--- config.mk ---
export PLATFORM = sky130hd
export DESIGN_NAME = gpio_ctrl
export DESIGN_NICKNAME = d
export VERILOG_FILES = /design/src/rtl/gpio_pkg.sv /design/src/rtl/gpio_sync_edge.sv /design/src/rtl/gpio_ctrl.sv
export SDC_FILE = /design/constraint.sdc
export NUM_CORES = 1
export LEC_CHECK = 0
export ABC_AREA = 1
export ABC_CLOCK_PERIOD_IN_PS = 2400
export BUFFER_PORTS_ARGS = -buffer_cell sky130_fd_sc_hd__clkbuf_2
export CAP_MARGIN = 0
export CORE_MARGIN = 5
export CORE_UTILIZATION = 57
export DETAILED_ROUTE_END_ITERATION = 12
export PLACE_DENSITY_LB_ADDON = 0.2
export SLEW_MARGIN = 0
export SYNTH_ARGS = -nofsm -noshare
export SYNTH_HDL_FRONTEND = slang
export SYNTH_SLANG_ARGS = --single-unit
--- constraint.sdc ---
create_clock -name clk -period 2.4 [get_ports clk]
set_input_delay 0.36 -clock clk [delete_from_list [all_inputs] [get_ports clk]]
set_output_delay 0.36 -clock clk [all_outputs]
set_load 0.01 [all_outputs]
--- src/rtl/gpio_pkg.sv ---
// Shared constants for the GPIO controller: register addresses, default IDs
// and the byte-enable expansion helper.
package gpio_pkg;

  localparam int NUM_PINS_MAX = 32;

  localparam logic [31:0] CHIP_NAME_DEFAULT    = 32'h48524a44;
  localparam logic [31:0] CHIP_VERSION_DEFAULT = 32'h00000002;

  localparam logic [3:0] ADDR_NAME       = 4'd0;
  localparam logic [3:0] ADDR_VERSION    = 4'd1;
  localparam logic [3:0] ADDR_OE         = 4'd2;
  localparam logic [3:0] ADDR_PINSTATE   = 4'd3;
  localparam logic [3:0] ADDR_IRQ_MASK   = 4'd4;
  localparam logic [3:0] ADDR_DATA       = 4'd5;
  localparam logic [3:0] ADDR_SCRATCH    = 4'd6;
  localparam logic [3:0] ADDR_RISE_EN    = 4'd7;
  localparam logic [3:0] ADDR_FALL_EN    = 4'd8;
  localparam logic [3:0] ADDR_IRQ_STATUS = 4'd9;
  localparam logic [3:0] ADDR_DATA_SET   = 4'd10;
  localparam logic [3:0] ADDR_DATA_CLR   = 4'd11;

  function automatic logic [31:0] byte_mask(input logic [3:0] wben);
    return {{8{wben[3]}}, {8{wben[2]}}, {8{wben[1]}}, {8{wben[0]}}};
  endfunction

endpackage

--- src/rtl/gpio_sync_edge.sv ---
// Input synchroniser chain plus one-cycle edge history; produces the
// synchronised pin state and the enabled rise/fall event vector.
module gpio_sync_edge
  import gpio_pkg::*;
#(
  parameter int NUM_PINS    = 16,
  parameter int SYNC_STAGES = 2
) (
  input  logic                clk,
  input  logic                reset,
  input  logic [NUM_PINS-1:0] gpio_in,
  input  logic [NUM_PINS-1:0] rise_en,
  input  logic [NUM_PINS-1:0] fall_en,
  output logic [NUM_PINS-1:0] s,
  output logic [NUM_PINS-1:0] ev
);

  logic [NUM_PINS-1:0] sync_q [SYNC_STAGES];
  logic [NUM_PINS-1:0] p;

  // The history register tracks s regardless of the enables, so turning an
  // enable on never sees a stale previous value.
  always_ff @(posedge clk or negedge reset) begin
    if (!reset) begin
      for (int i = 0; i < SYNC_STAGES; i++) sync_q[i] <= '0;
      p <= '0;
    end else begin
      sync_q[0] <= gpio_in;
      for (int i = 1; i < SYNC_STAGES; i++) sync_q[i] <= sync_q[i-1];
      p <= sync_q[SYNC_STAGES-1];
    end
  end

  assign s  = sync_q[SYNC_STAGES-1];
  assign ev = (s & ~p & rise_en) | (~s & p & fall_en);

endmodule

--- src/rtl/gpio_ctrl.sv ---
// Parametrised GPIO controller: bus register file, atomic set/clear of the
// output data, sticky W1C interrupt status and a registered masked irq.
module gpio_ctrl
  import gpio_pkg::*;
#(
  parameter int          NUM_PINS     = 16,
  parameter int          SYNC_STAGES  = 2,
  parameter logic [31:0] CHIP_NAME    = CHIP_NAME_DEFAULT,
  parameter logic [31:0] CHIP_VERSION = CHIP_VERSION_DEFAULT
) (
  input  logic                clk,
  input  logic                reset,
  input  logic                sel,
  input  logic [5:2]          addr,
  input  logic [3:0]          wben,
  input  logic                r_wn,
  input  logic [31:0]         wdata,
  input  logic [NUM_PINS-1:0] gpio_in,
  output logic [31:0]         rdata,
  output logic [NUM_PINS-1:0] gpio_out,
  output logic [NUM_PINS-1:0] gpio_oe,
  output logic                irq
);

  logic                wr, rd;
  logic [31:0]         bm, scratch, rd_mux;
  logic [NUM_PINS-1:0] pin_bm, pin_wd, w1c;
  logic [NUM_PINS-1:0] irq_mask, rise_en, fall_en, status, s, ev;

  assign wr     = sel & ~r_wn;
  assign rd     = sel & r_wn;
  assign bm     = byte_mask(wben);
  assign pin_bm = bm[NUM_PINS-1:0];
  assign pin_wd = wdata[NUM_PINS-1:0] & pin_bm;
  assign w1c    = (wr && addr == ADDR_IRQ_STATUS) ? pin_wd : '0;

  gpio_sync_edge #(
    .NUM_PINS   (NUM_PINS),
    .SYNC_STAGES(SYNC_STAGES)
  ) u_sync_edge (
    .clk    (clk),
    .reset  (reset),
    .gpio_in(gpio_in),
    .rise_en(rise_en),
    .fall_en(fall_en),
    .s      (s),
    .ev     (ev)
  );

  always_comb begin
    rd_mux = '0;
    case (addr)
      ADDR_NAME:       rd_mux = CHIP_NAME;
      ADDR_VERSION:    rd_mux = CHIP_VERSION;
      ADDR_OE:         rd_mux = 32'(gpio_oe);
      ADDR_PINSTATE:   rd_mux = 32'(s);
      ADDR_IRQ_MASK:   rd_mux = 32'(irq_mask);
      ADDR_DATA:       rd_mux = 32'(gpio_out);
      ADDR_SCRATCH:    rd_mux = scratch;
      ADDR_RISE_EN:    rd_mux = 32'(rise_en);
      ADDR_FALL_EN:    rd_mux = 32'(fall_en);
      ADDR_IRQ_STATUS: rd_mux = 32'(status);
      default:         rd_mux = '0;
    endcase
  end

  // Events are OR-ed in after the W1C mask so a coincident event wins.
  always_ff @(posedge clk or negedge reset) begin
    if (!reset) begin
      rdata    <= '0;
      gpio_out <= '0;
      gpio_oe  <= '0;
      irq_mask <= '0;
      scratch  <= '0;
      rise_en  <= '0;
      fall_en  <= '0;
      status   <= '0;
      irq      <= 1'b0;
    end else begin
      status <= (status & ~w1c) | ev;
      irq    <= |(status & irq_mask);
      if (rd) rdata <= rd_mux;
      if (wr) begin
        case (addr)
          ADDR_OE:       gpio_oe  <= (gpio_oe  & ~pin_bm) | pin_wd;
          ADDR_IRQ_MASK: irq_mask <= (irq_mask & ~pin_bm) | pin_wd;
          ADDR_DATA:     gpio_out <= (gpio_out & ~pin_bm) | pin_wd;
          ADDR_SCRATCH:  scratch  <= (scratch  & ~bm) | (wdata & bm);
          ADDR_RISE_EN:  rise_en  <= (rise_en  & ~pin_bm) | pin_wd;
          ADDR_FALL_EN:  fall_en  <= (fall_en  & ~pin_bm) | pin_wd;
          ADDR_DATA_SET: gpio_out <= gpio_out | pin_wd;
          ADDR_DATA_CLR: gpio_out <= gpio_out & ~pin_wd;
          default: ;
        endcase
      end
    end
  end

endmodule

=== Yosys cells after proc, flatten, opt, wreduce, memory -nomap -nowiden ===
Cells that the tools add are included.

* Add/sub/neg operators: 0
* $mul: 0
* Div/mod/pow operators: 0
* Magnitude comparators: 0
* Equal/unequal tests: 11
* Shift operators: 0
* Muxes and demuxes: 3
* Bitwise logic cells: 33
* Reductions and logical operators: 10

{| class="wikitable"
|+ Operators with widths
! operator !! count
|-
| 32-bit case mux with 10 select lines || 1
|-
| 16-bit bitwise AND || 13
|-
| 16-bit bitwise OR || 8
|-
| 16-bit NOT || 5
|-
| 32-bit bitwise AND || 2
|-
| 16-bit case mux with 3 select lines || 1
|-
| 32-bit NOT || 1
|-
| 32-bit bitwise OR || 1
|-
| 4-bit by 3-bit == test with 1-bit output (second input constant) || 4
|-
| 4-bit == test (second input constant) || 4
|-
| 16-bit 2-to-1 mux || 1
|-
| 16-bit OR reduction || 1
|-
| 2-bit AND reduction || 6
|-
| 4-bit by 2-bit == test with 1-bit output (second input constant) || 2
|-
| 4-bit by 1-bit == test with 1-bit output (second input constant) || 1
|-
| 4-bit logical NOT || 1
|-
| 3-bit nonzero test || 1
|-
| 1-bit bitwise AND || 2
|-
| 1-bit logical AND || 1
|-
| 1-bit NOT || 1
|}

* Register bits after elaboration: 209
* Bits in latches: 0
* RAM bits: 0
* Bits in read-only memories: 0
* Output and inout bits: 65
* Memories: 0

=== Depth between registers and ports, before layout ===
Gate-level depths: netlist of the first run.

* Depth in word-level cells: 7
* Gate-level depth with buffers: 11
* Gate-level depth less buffers: 9

=== Cells and area by module ===
Synthesis of the first run repeated with hierarchy kept, for this count alone.

* Cell total of the unflattened synthesis: 1114
* Area, all modules: 9101.2 um^2

{| class="wikitable"
|+ By module, submodules not included
! module !! instances !! cells each !! area an instance (um^2) !! sequential area each (um^2)
|-
| gpio_ctrl || 1 || 970 || 7439.6 || 4028.9
|-
| gpio_sync_edge || 1 || 144 || 1661.6 || 1201.2
|}

=== Worst setup path after synthesis of the first run ===
Ideal clock, no wire load.

* Kind: input port to flip-flop
* Start point: input r_wn
* End point: register status[11]
* Data arrival time: 1421 ps
* Required time: 2266 ps
* Setup slack: 845 ps
* Stages: 7
* Path through: or2_2 > inv_2 > buf_4 > nand2_2 > buf_2 > o21ai_0 > o211ai_1

* Cells in the longest elaborated chain, start to end: 7

{| class="wikitable"
|+ Ends and longest elaborated chain
! element !! RTL line !! RTL
|-
| from (decl) || gpio_ctrl.sv:16 || <nowiki>input logic r_wn,</nowiki>
|-
| 1-bit NOT || gpio_ctrl.sv:30 || <nowiki>assign wr = sel & ~r_wn;</nowiki>
|-
| 1-bit bitwise AND || gpio_ctrl.sv:30 ||
|-
| 1-bit logical AND || gpio_ctrl.sv:35 || <nowiki>assign w1c = (wr && addr == ADDR_IRQ_STATUS) ? pin_wd : '0;</nowiki>
|-
| 16-bit 2-to-1 mux || gpio_ctrl.sv:35 ||
|-
| 16-bit NOT || gpio_ctrl.sv:80 || <nowiki>status <= (status & ~w1c) | ev;</nowiki>
|-
| 16-bit bitwise AND || gpio_ctrl.sv:80 ||
|-
| 16-bit bitwise OR || gpio_ctrl.sv:80 ||
|-
| to (signal assigned) || gpio_ctrl.sv:80 ||
|-
| to (decl) || gpio_ctrl.sv:28 || <nowiki>logic [NUM_PINS-1:0] irq_mask, rise_en, fall_en, status, s, ev;</nowiki>
|}

Every way passes these cells.
A chain may end at the register's enable or synchronous reset.

=== Final worst setup path of the first run ===
* Start point: input addr[5] (netlist bit)
* End point: register rdata[11]

* Cells in the longest elaborated chain, start to end: 2

{| class="wikitable"
|+ Ends and longest elaborated chain
! element !! RTL line !! RTL
|-
| from (decl) || gpio_ctrl.sv:14 || <nowiki>input logic [5:2] addr,</nowiki>
|-
| 4-bit == test, or another cell as far along || gpio_ctrl.sv:52 || <nowiki>case (addr)</nowiki>
|-
| 32-bit case mux with 10 select lines (*) || gpio_ctrl.sv:52 ||
|-
| to (signal assigned) || gpio_ctrl.sv:82 || <nowiki>if (rd) rdata <= rd_mux;</nowiki>
|-
| to (decl) || gpio_ctrl.sv:19 || <nowiki>output logic [31:0] rdata,</nowiki>
|}

Mark *: on every way between the ends. The rest lies on a longest branch, timed or not.

==> impl_metrics.csv, run 1 <==
group,metric,value,unit
place,io_buffers,124,
die,core-area,15100,sq um
setup_path,end_kind,"flip-flop",
clocking,cts_buffer_depth,3,
synth,avgSynthCellArea,8.63,sq um
sta,worstMarginPinSlew,978,ps
die,initial_core_util,58.0,%
cells_and_area,areaGrowthSynthToFinish,19.8,%
global_route,grt_max_degree,118,
cells_and_area,diodes,0,
sta,fin_skew,14.4,ps
setup_path,ff2ff_path_depth,3,
detailed_routing,vias,7444,
clocking,cts_buffers,22,
run_status,outcome,"complete, no violations",
sta,relSlewSlack,34.5,%
setup_path,cp-start-kind,"input pin",
clocking,clk_latency,500,ps
synth,syn-instance-count,1018,
synth,ys_seq_elements,209,
setup_path,rrSetupSlack,1140,ps
detailed_routing,met2_length,9810,um
setup_path,r2r-end,"irq",
run,maxCapViolCount,0,
synth,ys_seq_area_share,59.6,%
sta,hold_viol_final,0,
global_route,grt_antenna_before_repair,0,
power,p_leak,0.00541,uW
sta,setup_viol,0,
sta,tns,0,ps
sta,finalCriticalPeriod,1540,ps
clocking,cts_sinks,209,
setup_path,arrival,1970,ps
synth,syn_nets,1078,
clocking,clk_pin_slew,60,ps
die,dieArea,18000,sq um
setup_path,crit_type,"in2reg",
sta,finalCritPeriodShare,64.0,%
detailed_routing,route.detailed.drc,0,
cells_and_area,drive_gt1_share,17.3,%
place,gp_congestion,0.965,
detailed_routing,drt-met1-wl,10500,um
global_route,globalRoute.totalOverflow,0,
die,ioPinCount,125,
die,die_h,134,um
global_route,grt_pass1_vias,6807,
synth,ys_warn_count,0,
global_route,grt_usage,25.9,%
detailed_routing,highest_layer,"met4",
detailed_routing,ant_nets,0,
detailed_routing,via_per_inst,5.42,
detailed_routing,routed_wl,23000,um
clocking,cts_tree,"yes",
clocking,cts.repair.resized,0,
setup_path,cp.required,2830,ps
detailed_routing,initialDrtViolationCount,825,
hold_path,hold_path_startpoint,"wdata[31]",
die,die_w,134,um
cells_and_area,nNetsFinal,1232,
power,ir_drop,0.603,mV
global_route,grt_pass1_wl,37100,um
detailed_routing,dr.pass1.iters,7,
power,power.density,795,nW/um^2
clocking,clock-root-buffer,"clkbuf_16",
synth,synth_area,8780,sq um
hold_path,hp-class,"in2reg",
sta,slew_violations,0,
clocking,htreeDepth,1,
die,rows,45,
cells_and_area,final_util,69.4,%
hold_path,holdPathStages,3,
detailed_routing,wl_per_cell,16.8,um
detailed_routing,wl_met3,2200,um
sta,rsz0062_at_grt,"no",
sta,fmax,0.651,GHz
place,place_hpwl,16300,um
synth,synth.distinct_cells,28,
setup_path,crit_fanout,14,
kinds of logic after synthesis:
group | count (synthesis) | share of synthesized area, %
compound gates | 166 | 10.2
flops | 209 | 59.6
buf+inv | 77 | 3.76
simple gates | 566 | 26.4
synth_stat cells:
cell	number	share of area [%]
buf_2	18	1.0
buf_4	3	0.26
a31oi_1	1	0.071
nand2_1	445	19
o21ai_0	112	6.4
nor3_1	2	0.11
o211ai_1	16	1.4
a21oi_4	1	0.19
inv_1	38	1.6
nand3_1	28	1.6
dfrtp_1	209	60
nor2_2	5	0.36
nand3_2	11	1.3
nor2_1	55	2.4
o21ai_1	17	0.97
a221oi_1	2	0.20
nor2_4	2	0.26
a22o_1	1	0.10
nand2_2	1	0.071
nand3b_1	15	1.3
buf_1	2	0.086
nand4_1	1	0.071
clkbuf_1	9	0.38
inv_2	6	0.26
buf_6	1	0.13
a21oi_1	15	0.85
o21ai_2	1	0.10
or2_2	1	0.071
area by class of cell:
| cell class | instances | area, sq um |
|---|---|---|
| multi-input cells | 732 | 3220 |
| inverters | 44 | 165 |
| well taps | 188 | 235 |
| fillers | 1215 | 4630 |
| clock buffers | 33 | 653 |
| flip-flops and latches | 209 | 5230 |
| clock inverters | 4 | 22.5 |
| repair buffers | 163 | 990 |
what timing repair did:
action                    4_1_cts  5_1_grt
hold buffers                   17        0
buffers inserted                0        0
hold endpoints to repair      108        0
metrics by stage:
stage	area [sq um]	power [uW]	hold WS, ps	worst slack (ps)	cells
after floorplan	8780	4700	64.4	845	1018
after detailed placement	9670	5230	172	395	1319
after global placement	9670	5200	171	436	1319
after global routing	10500	8740	112	652	1373
final	10500	8360	108	864	1373
after CTS	10500	8420	102	895	1373
power by group:
part / total [uW] / internal [uW] / switching [uW]
Clock: 3170 / 1870 / 1300
Combinational: 990 / 384 / 606
Sequential: 4210 / 3910 / 297
routing by layer:
layer,global-route usage (%),up-vias
li1,-,3585
met3,5.78,41
met2,36.9,358
met5,0,-
met4,6.50,0
met1,40.5,3460
worst max path at each step:
stage / from / to / slack, ps / cells past startpoint
6_report: addr[5] / rdata[11] / 860 / 10
3_3_place_gp: addr[5] / rdata[13] / 440 / 10
5_1_grt: addr[5] / rdata[11] / 650 / 10
2_1_floorplan: r_wn / status[11] / 850 / 7
4_1_cts: addr[5] / rdata[11] / 890 / 10
3_5_place_dp: addr[5] / rdata[11] / 400 / 10
cells in the final DEF, fill, tap and decap left out, types with 20 or more instances in the layout:
| cell type | instances |
|---|---|
| buf_4 | 20 |
| clkbuf_16 | 23 |
| clkbuf_2 | 123 |
| dfrtp_1 | 209 |
| inv_1 | 38 |
| nand2_1 | 445 |
| nand3_1 | 28 |
| nor2_1 | 55 |
| o21ai_0 | 112 |
worst max-delay path: stages:
cell      delay, ps
clkbuf_2        130
inv_2           100
nand2_1         150
nor2_1          780
nand2_1         140
nand2_1         100
nor2_1           40
nand2_1          60
nand2_1          40
nand2_1          60
Note: power is estimated with default switching activity, not from simulation.
==> run 2, diff against run 1 <==
ABC_CLOCK_PERIOD_IN_PS = 1300   (was 2400)
CORE_UTILIZATION = 52   (was 57)
clock period = 1.3 ns   (was 2.4 ns; I/O delays follow)
==> run 2 against run 1 <==
  * Combinational power increased by 110%
  * Final cell count increased by 8.4%
  * Non-clock buffer count increased by 82
  * Sequential share of layout area decreased by 4.2 points
  * Sequential cell count unchanged
  * Largest cell class unchanged
==> impl_metrics.csv, run 2 (synthesized netlist as in run 1, its figures left out) <==
group,metric,value,unit
sta,worstMarginPinSlew,735,ps
sta,tns,0,ps
sta,hold_ws,18.5,ps
power,p_sw_share,26.4,%
sta,fin_skew,6.60,ps
global_route,grt_max_degree,43,
die,ioPinCount,125,
detailed_routing,vias,7828,
clocking,clk_pin_slew,60,ps
die,dieArea,19600,sq um
setup_path,cp-start-kind,"flip-flop",
cells_and_area,nNetsFinal,1314,
cells_and_area,fillers,1315,
clocking,htreeDepth,1,
hold_path,hold_path_startpoint,"wdata[24]",
setup_path,cp_top_family,"flip-flops",
global_route,grt_pass1_vias,7674,
setup_path,crit_type,"reg2out",
power,power.density,1400,nW/um^2
cells_and_area,drive_gt1_share,21.6,%
setup_path,cp.required,1110,ps
hold_path,hp-class,"in2reg",
sta,fmax,0.795,GHz
global_route,grt_usage,26.2,%
detailed_routing,wl_per_cell,17.3,um
setup_path,crit_buf_inv,1,
power,internal_power,11900,uW
setup_path,crit_fanout,3,
setup_path,r2r-end,"irq",
setup_path,ff2ff_path_depth,3,
clocking,cts_tree,"yes",
detailed_routing,route.detailed.drc,0,
global_route,grt_antenna_before_repair,0,
power,ir_drop,1.27,mV
run_status,outcome,"complete, no violations",
power,clkPwrFrac,38.9,%
place,io_buffers,124,
sta,hold_viol_final,0,
power,combPwrFrac,13.1,%
setup_path,end_kind,"output port",
cells_and_area,most-common-layout-cells,"445 x nand2_1, 209 x dfrtp_1, 122 x clkbuf_2",
clocking,clk_latency,490,ps
sta,setup_viol,0,
cells_and_area,diodes,0,
sta,finalCritPeriodShare,96.8,%
die,core-area,16600,sq um
clocking,cts_buffer_depth,3,
die,die_w,140,um
power,power.total,16100,uW
setup_path,rrSetupSlack,60,ps
die,rows,47,
detailed_routing,initialDrtViolationCount,762,
run,maxCapViolCount,0,
place,place_hpwl,18400,um
setup_path,slowest_delay,420,ps
detailed_routing,ant_nets,0,
setup_path,path_cells,"buf_6",
power,switching_power,4250,uW
detailed_routing,routed_wl,25700,um
cells_and_area,final_common_cell,"nand2_1",
die,initial_core_util,53.0,%
sta,slew_violations,0,
cells_and_area,final_util,69.3,%
place,gp_congestion,0.922,
global_route,grt_pass1_wl,41200,um
clocking,clock-root-buffer,"clkbuf_16",
clocking,cts_buffers,22,
sta,relSlewSlack,51.0,%
power,p_seq_share,48.1,%
setup_path,cp_slowest_cell,"dfrtp_1",
sta,rsz0062_at_grt,"no",
die,die_h,140,um
detailed_routing,dr.pass1.iters,5,
sta,finalCriticalPeriod,1260,ps
cells_and_area,multi_input_area,3230,sq um
global_route,globalRoute.totalOverflow,0,
cells_and_area,areaGrowthSynthToFinish,30.9,%
hold_path,holdPathStages,3,
clocking,cts_sinks,209,
cells_and_area,seq_area,5230,sq um
detailed_routing,via_per_inst,5.26,
power,p_leak,0.00593,uW
setup_path,arrival,1060,ps
-- run 2: cell types whose count changed in the layout (fill, tap and decap cells not counted), sizes merged --
cell,before,now
buf,22,88
dlygate4sd3,17,34
bufinv,0,1
clkbuf,157,156
clkinv,3,4
-- run 2: what timing repair did --
item	4_1_cts	5_1_grt
endpoints found under the hold margin	184	0
hold buffers	34	0
resized for setup	0	3
setup buffers	0	2
endpoints found under the setup margin	0	2
-- run 2: how the worst max path moves through the flow --
stage | start | to | slack, ps | depth (start not counted)
2_1_floorplan | addr[5] | flip-flop | 30 | 8
3_3_place_gp | addr[4] | rdata[0] | -310 | 11
3_5_place_dp | addr[5] | flip-flop | -380 | 10
4_1_cts | gpio_out[14] | gpio_out[14] | 20 | 1
5_1_grt | gpio_out[14] | gpio_out[14] | 1 | 1
6_report | gpio_out[14] | gpio_out[14] | 40 | 1
-- run 2: layer usage --
metal	global-route usage, %	vias to the layer above	share of wire (%)
li1	-	3753	-
met1	38.4	3716	44
met2	41.1	309	46
met3	4.33	50	7.6
met4	6.68	0	2.3
met5	0	-	0
-- run 2: power groups by stage --
stage               combinational (uW)  sequential, uW  clock, uW
global route                      2360            7820       6640
global placement                  1940            7820          0
CTS                               2080            7730       6370
finish                            2110            7740       6260
detailed placement                1990            7840          0
floorplan                          866            7820          0
-- run 2: final cells by class --
class / count / area share, %
repair buffers: 245 / 16.2
multi-input cells: 732 / 28.1
clock inverters: 6 / 0.501
clock buffers: 33 / 5.86
flip-flops and latches: 209 / 45.5
inverters: 44 / 1.44
well taps: 220 / 2.39
-- run 2: stage by stage --
step                      std cells  area, sq um  worst slack, ps
after floorplan                1018         8800             30.9
after CTS                      1487        11500             15.4
after global routing           1489        11500             1.02
after detailed placement       1414        10400             -376
final                          1489        11500             41.4
after global placement         1414        10400             -307
